==> src/rtl/multi_bank_pp_buffer_pkg.sv <==
// Shared helpers for the multi-bank ping-pong buffer: bank pointer
// arithmetic and the bank-index width.
package pp_buf_pkg;

  function automatic int ptr_inc(input int ptr, input int n);
    return (ptr >= n - 1) ? 0 : ptr + 1;
  endfunction

  // A single bank still needs a one-bit pointer to keep vector widths legal.
  function automatic int bank_w(input int n);
    return (n > 1) ? $clog2(n) : 1;
  endfunction

endpackage

==> src/rtl/multi_bank_pp_buffer_if.sv <==
// Write/read/status bundle of the multi-bank ping-pong buffer.
interface pp_buf_if #(
  parameter int BIT_LENGTH = 64,
  parameter int DEPTH      = 16,
  parameter int NUM_BANKS  = 2
);
  localparam int AW = $clog2(DEPTH);
  localparam int BW = $clog2(NUM_BANKS + 1);

  logic                  wr_en;
  logic [AW-1:0]         wr_addr;
  logic [BIT_LENGTH-1:0] wr_data;
  logic                  wr_commit;
  logic                  wr_ready;
  logic                  rd_en;
  logic [AW-1:0]         rd_addr;
  logic [BIT_LENGTH-1:0] rd_data;
  logic                  rd_valid;
  logic                  rd_bank_valid;
  logic                  rd_release;
  logic [BW-1:0]         full_cnt;
  logic                  err;

  modport master (
    output wr_en, wr_addr, wr_data, wr_commit, rd_en, rd_addr, rd_release,
    input  wr_ready, rd_data, rd_valid, rd_bank_valid, full_cnt, err
  );

  modport slave (
    input  wr_en, wr_addr, wr_data, wr_commit, rd_en, rd_addr, rd_release,
    output wr_ready, rd_data, rd_valid, rd_bank_valid, full_cnt, err
  );
endinterface

==> src/rtl/multi_bank_pp_buffer_ram.sv <==
// Simple dual-port RAM holding all banks back to back; read-first with a
// registered read port that holds its value when not reading.
module pp_bank_ram #(
  parameter int BIT_LENGTH = 64,
  parameter int WORDS      = 32,
  parameter int MW         = $clog2(WORDS)
) (
  input  logic                  clk,
  input  logic                  rst,
  input  logic                  we,
  input  logic [MW-1:0]         waddr,
  input  logic [BIT_LENGTH-1:0] wdata,
  input  logic                  re,
  input  logic [MW-1:0]         raddr,
  output logic [BIT_LENGTH-1:0] rdata
);
  logic [BIT_LENGTH-1:0] mem [WORDS];

  // Storage is never reset so it can map onto block RAM.
  always_ff @(posedge clk) begin
    if (we) mem[waddr] <= wdata;
  end

  always_ff @(posedge clk) begin
    if (rst)     rdata <= '0;
    else if (re) rdata <= mem[raddr];
  end
endmodule

==> src/rtl/multi_bank_pp_buffer.sv <==
// Circular queue of NUM_BANKS buffers: the writer fills and commits banks,
// the reader consumes and releases them in the same order.
module multi_bank_pp_buffer
  import pp_buf_pkg::*;
#(
  parameter int BIT_LENGTH = 64,
  parameter int DEPTH      = 16,
  parameter int NUM_BANKS  = 2
) (
  input logic   clk,
  input logic   rst,
  pp_buf_if.slave bus
);
  localparam int AW    = $clog2(DEPTH);
  localparam int BW    = $clog2(NUM_BANKS + 1);
  localparam int PW    = bank_w(NUM_BANKS);
  localparam int WORDS = NUM_BANKS * DEPTH;
  localparam int MW    = $clog2(WORDS);
  localparam logic [AW:0] DEPTH_C = (AW+1)'(DEPTH);

  logic [PW-1:0] wr_ptr, rd_ptr;
  logic [BW-1:0] full_cnt;
  logic          rd_valid, err;
  logic          wr_ready, rd_bank_valid;
  logic          wr_in_range, rd_in_range;
  logic          wr_ok, commit_ok, rd_ok, rel_ok, err_set;
  logic [MW-1:0] wr_phys, rd_phys;

  assign wr_ready      = full_cnt < BW'(NUM_BANKS);
  assign rd_bank_valid = full_cnt != '0;
  assign wr_in_range   = {1'b0, bus.wr_addr} < DEPTH_C;
  assign rd_in_range   = {1'b0, bus.rd_addr} < DEPTH_C;

  // Every qualifier uses pre-edge state, so commit+release in one cycle both land.
  assign wr_ok     = bus.wr_en && wr_ready && wr_in_range && !rst;
  assign commit_ok = bus.wr_commit && wr_ready;
  assign rd_ok     = bus.rd_en && rd_bank_valid && rd_in_range && !rst;
  assign rel_ok    = bus.rd_release && rd_bank_valid;
  assign err_set   = (bus.wr_en && !(wr_ready && wr_in_range)) ||
                     (bus.wr_commit && !wr_ready) ||
                     (bus.rd_en && !(rd_bank_valid && rd_in_range)) ||
                     (bus.rd_release && !rd_bank_valid);

  assign wr_phys = MW'(wr_ptr) * MW'(DEPTH) + MW'(bus.wr_addr);
  assign rd_phys = MW'(rd_ptr) * MW'(DEPTH) + MW'(bus.rd_addr);

  always_ff @(posedge clk) begin
    if (rst) begin
      wr_ptr   <= '0;
      rd_ptr   <= '0;
      full_cnt <= '0;
      rd_valid <= 1'b0;
      err      <= 1'b0;
    end else begin
      rd_valid <= rd_ok;
      if (commit_ok) wr_ptr <= PW'(ptr_inc(int'(wr_ptr), NUM_BANKS));
      if (rel_ok)    rd_ptr <= PW'(ptr_inc(int'(rd_ptr), NUM_BANKS));
      case ({commit_ok, rel_ok})
        2'b10:   full_cnt <= full_cnt + BW'(1);
        2'b01:   full_cnt <= full_cnt - BW'(1);
        default: full_cnt <= full_cnt;
      endcase
      if (err_set) err <= 1'b1;
    end
  end

  pp_bank_ram #(
    .BIT_LENGTH (BIT_LENGTH),
    .WORDS      (WORDS),
    .MW         (MW)
  ) u_ram (
    .clk   (clk),
    .rst   (rst),
    .we    (wr_ok),
    .waddr (wr_phys),
    .wdata (bus.wr_data),
    .re    (rd_ok),
    .raddr (rd_phys),
    .rdata (bus.rd_data)
  );

  assign bus.wr_ready      = wr_ready;
  assign bus.rd_bank_valid = rd_bank_valid;
  assign bus.full_cnt      = full_cnt;
  assign bus.rd_valid      = rd_valid;
  assign bus.err           = err;
endmodule

==> src/flat_wrapper.sv <==
// flat-port wrapper written by rule: the top's interface ports become plain ports
module multi_bank_pp_buffer_flat import pp_buf_pkg::*;
#(
  parameter int BIT_LENGTH = 64,
  parameter int DEPTH      = 16,
  parameter int NUM_BANKS  = 2
)
  (clk, rst, bus_wr_en, bus_wr_addr, bus_wr_data, bus_wr_commit, bus_rd_en, bus_rd_addr, bus_rd_release, bus_wr_ready, bus_rd_data, bus_rd_valid, bus_rd_bank_valid, bus_full_cnt, bus_err);
  pp_buf_if #(.BIT_LENGTH(BIT_LENGTH), .DEPTH(DEPTH), .NUM_BANKS(NUM_BANKS)) bus_i ();
  input logic clk;
  input logic rst;
  input wire logic [$bits(bus_i.wr_en)-1:0] bus_wr_en;
  input wire logic [$bits(bus_i.wr_addr)-1:0] bus_wr_addr;
  input wire logic [$bits(bus_i.wr_data)-1:0] bus_wr_data;
  input wire logic [$bits(bus_i.wr_commit)-1:0] bus_wr_commit;
  input wire logic [$bits(bus_i.rd_en)-1:0] bus_rd_en;
  input wire logic [$bits(bus_i.rd_addr)-1:0] bus_rd_addr;
  input wire logic [$bits(bus_i.rd_release)-1:0] bus_rd_release;
  output wire logic [$bits(bus_i.wr_ready)-1:0] bus_wr_ready;
  output wire logic [$bits(bus_i.rd_data)-1:0] bus_rd_data;
  output wire logic [$bits(bus_i.rd_valid)-1:0] bus_rd_valid;
  output wire logic [$bits(bus_i.rd_bank_valid)-1:0] bus_rd_bank_valid;
  output wire logic [$bits(bus_i.full_cnt)-1:0] bus_full_cnt;
  output wire logic [$bits(bus_i.err)-1:0] bus_err;
  assign bus_i.wr_en = bus_wr_en;
  assign bus_i.wr_addr = bus_wr_addr;
  assign bus_i.wr_data = bus_wr_data;
  assign bus_i.wr_commit = bus_wr_commit;
  assign bus_i.rd_en = bus_rd_en;
  assign bus_i.rd_addr = bus_rd_addr;
  assign bus_i.rd_release = bus_rd_release;
  assign bus_wr_ready = bus_i.wr_ready;
  assign bus_rd_data = bus_i.rd_data;
  assign bus_rd_valid = bus_i.rd_valid;
  assign bus_rd_bank_valid = bus_i.rd_bank_valid;
  assign bus_full_cnt = bus_i.full_cnt;
  assign bus_err = bus_i.err;
  multi_bank_pp_buffer #(.BIT_LENGTH(BIT_LENGTH), .DEPTH(DEPTH), .NUM_BANKS(NUM_BANKS)) u_core (.clk(clk), .rst(rst), .bus(bus_i));
endmodule
==> config.mk <==
export PLATFORM = sky130hd
export DESIGN_NAME = multi_bank_pp_buffer_flat
export DESIGN_NICKNAME = d
export VERILOG_FILES = /design/src/rtl/multi_bank_pp_buffer_pkg.sv /design/src/rtl/multi_bank_pp_buffer_if.sv /design/src/rtl/multi_bank_pp_buffer_ram.sv /design/src/rtl/multi_bank_pp_buffer.sv /design/src/flat_wrapper.sv
export SDC_FILE = /design/constraint.sdc
export NUM_CORES = 2
export LEC_CHECK = 0
export BUFFER_PORTS_ARGS = -buffer_cell sky130_fd_sc_hd__buf_2
export CORE_MARGIN = 5
export CORE_UTILIZATION = 25
export DETAILED_ROUTE_END_ITERATION = 7
export PLACE_DENSITY_LB_ADDON = 0.25
export SYNTH_ARGS = -nofsm -noshare
export SYNTH_HDL_FRONTEND = slang
export SYNTH_SLANG_ARGS = --single-unit
==> constraint.sdc <==
create_clock -name clk -period 4.6 [get_ports clk]
set_input_delay 0.92 -clock clk [delete_from_list [all_inputs] [get_ports clk]]
set_output_delay 0.92 -clock clk [all_outputs]
set_load 0.005 [all_outputs]
==> out/qor.txt <==
Outcome: complete, no violations
Setup TNS: 0 ns
Fillers: 31800
Num CTS Buffers: 217
Synth Flop Type: edfxtp_1
Slew margin rel.: 28.3%
Initial antenna violation count: 34
CTS Sinks: 2118
Buffers added on ports: 147
Worst Setup SP: u_core.bus.full_cnt[1]
H-tree levels: 4
Syn_area_per_cell: 20.9 um^2
Reg2Reg Depth: 6
DR pass1 iterations: 5
Post-Syn Area: 81200 um^2
Distinct cell type count of the synthesized netlist: 44
Peak Freq: 325 MHz
Pwr/cell area: 442 nW/um^2
Final WL: 228000 um
Worst setup SP type: register
RR Startpoint: u_core.bus.full_cnt[1]
Tightest Pin Transition: 1.07 ns
Synth top area share: 75.7%
Dpl hpwl: 127000 um
Unrepaired setup endpoints after global routing: no
GRT Total Usage: 13.2%
Hold/Removal Path Class: input port to register
Setup Viol. Count Final: 0
Max Transition Viols Final: 0
Syn_nets: 3966
Critical Path Fanout Max: 20
Routability cong.: 0.722
Total number of vias: 39700
Initial drt markers: 3316
Post-synth top area cell: edfxtp_1
Die W: 580 um
Synthesis Warnings: 0
Post-CTS Setup Bufs: 0
CP Data Required Time: 5.30 ns
First-pass GRT wire length: 323000 um
# hold bufs at CTS: 0
Grt total ovfl: 0
# DRC: 0
Critical Path Sink Type: register
Die span in y: 580 um
Longest Clk Path Bufs: 3
Worst skew pair latency: 0.85 ns
Fin Clk Skew: 0.0394 ns
Synth Instances: 3887
Sequential area share after synthesis: 77.5%
Syn-to-layout area delta: 17.1%
Post_cts resized: 0
Max-cap violations: 0
Root Buffer: clkbuf_16
I/O pin total: 148
Placement Rows: 209
Critical path arrival: 3.78 ns
CTS tree: done
Die ar.: 336000 um^2
Reg clk slew, reported paths: 0.06 ns
Post-synth ARST share: 0%
Final hold vios: 0
Initial Utilization: 25.1%
Share of cells above drive strength 1: 25.8%
Final core utilization: 29.4%
Fin crit period: 3.08 ns
Flops & latches, synth: 2118
Number of global-route vias before repair: 41300
Vias per inst: 4.56
Hold Crit Depth: 3
Largest net degree at the start of global routing: 73
Cell leakage power: 29.6 nW
Peak VDD IR: 0.385 mV
Hold Crit Start: bus_wr_commit
Routed len/inst: 26.3 um
Final period util: 66.8%
Worst hold slack: 0.396 ns
Core region area: 324000 um^2
Remaining antenna violation count after routing: 0
Largest cells by area after synthesis: edfxtp_1 (76%), mux4_2 (11%), mux2i_1 (3.1%)
Final #Nets: 4251
EDFF count, synth: 2048
Crit Path Category: register to register
[placed cells by master (no fill, tap or decap), types with 70 or more instances in the layout]
cell type | Yosys | layout
o21ai_0 | 75 | 75
o22ai_1 | 100 | 100
clkbuf_16 | 0 | 217
buf_2 | 55 | 142
mux2_2 | 73 | 73
edfxtp_1 | 2048 | 2048
buf_4 | 33 | 89
mux2i_1 | 252 | 252
mux4_2 | 402 | 402
a21oi_1 | 169 | 169
dfxtp_1 | 70 | 70
nand2_1 | 127 | 124
[cell type report]
class | count | area [um^2] | share of cell area (%)
Timing Repair Buffer | 294 | 2620 | 2.75
Antenna cell | 9 | 22.5 | 0.0237
Clock inverter | 106 | 916 | 0.963
Clock buffer | 300 | 5990 | 6.30
Inverter | 2 | 12.5 | 0.0132
Tap cell | 4325 | 5410 | 5.69
Sequential cell | 2118 | 62900 | 66.2
Multi-Input combinational cell | 1539 | 17200 | 18.1
[through the flow]
step	std cells	area [um^2]	power [W]	setup slack, ns
after floorplan	3887	81200	0.0237	-0.217
after global placement	8278	88100	0.0255	1.09
after detailed placement	8278	88100	0.0255	1.09
after CTS	8684	95000	0.0426	1.56
after global routing	8685	95100	0.0437	1.45
final	8693	95100	0.0421	1.52
[critical path, cell delays in order, from the launching register on]
cell	delay, ns
dfxtp_1	0.58
or2_2	0.26
nand2_4	0.28
nor2_4	0.93
buf_4	0.46
a2111o_1	0.25
o21ai_1	0.07
[logic make-up after synthesis]
group                    synth area share, %
AO/OA/AOI/OAI                           3.61
XOR/XNOR                              0.0324
adder cells (fa/ha/maj)               0.0154
buffers and inverters                   1.72
flip-flops                              77.5
multiplexers                            15.3
AND/OR/NAND/NOR                         1.88
[flip-flops by register name, indices dropped and copies added (netlist names)]
name	count
u_core.u_ram.mem	2048
u_core.u_ram.rdata	64
u_core.bus.full_cnt	2
u_core.bus.err	1
u_core.bus.rd_valid	1
u_core.rd_ptr	1
u_core.wr_ptr	1
[routing by layer]
| layer | track usage, % | vias to the layer above | part of all wire [%] |
|---|---|---|---|
| li1 | - | 16800 | - |
| met1 | 18.3 | 21500 | 45 |
| met2 | 20.7 | 1087 | 46 |
| met3 | 3.44 | 329 | 6.9 |
| met4 | 3.22 | 28 | 2.2 |
| met5 | 0 | - | 0.071 |
[where the power goes]
group / leakage, nW / internal, W / switching [W]
sequential: 19.0 / 0.0215 / 0.000236
combinational: 7.24 / 0.00106 / 0.00220
clock: 3.38 / 0.00957 / 0.00750
total: 29.6 / 0.0321 / 0.00994
[cells in the mapped netlist (55+ instances only)]
cell / instances
nand2_1: 127
a21oi_1: 169
nor2_1: 72
mux4_2: 402
mux2_2: 73
o22ai_1: 100
buf_2: 55
dfxtp_1: 70
clkbuf_1: 91
mux2i_1: 252
edfxtp_1: 2048
o21ai_0: 75
[final timing paths]
check,to,slack [ns]
setup / recovery,u_core.u_ram.rdata[13],1.52
hold reg to reg,u_core.u_ram.rdata[30],0.46
setup reg to reg,u_core.u_ram.rdata[13],1.52
hold / removal,u_core.bus.err,0.40
(Power assumes the default switching activity.)
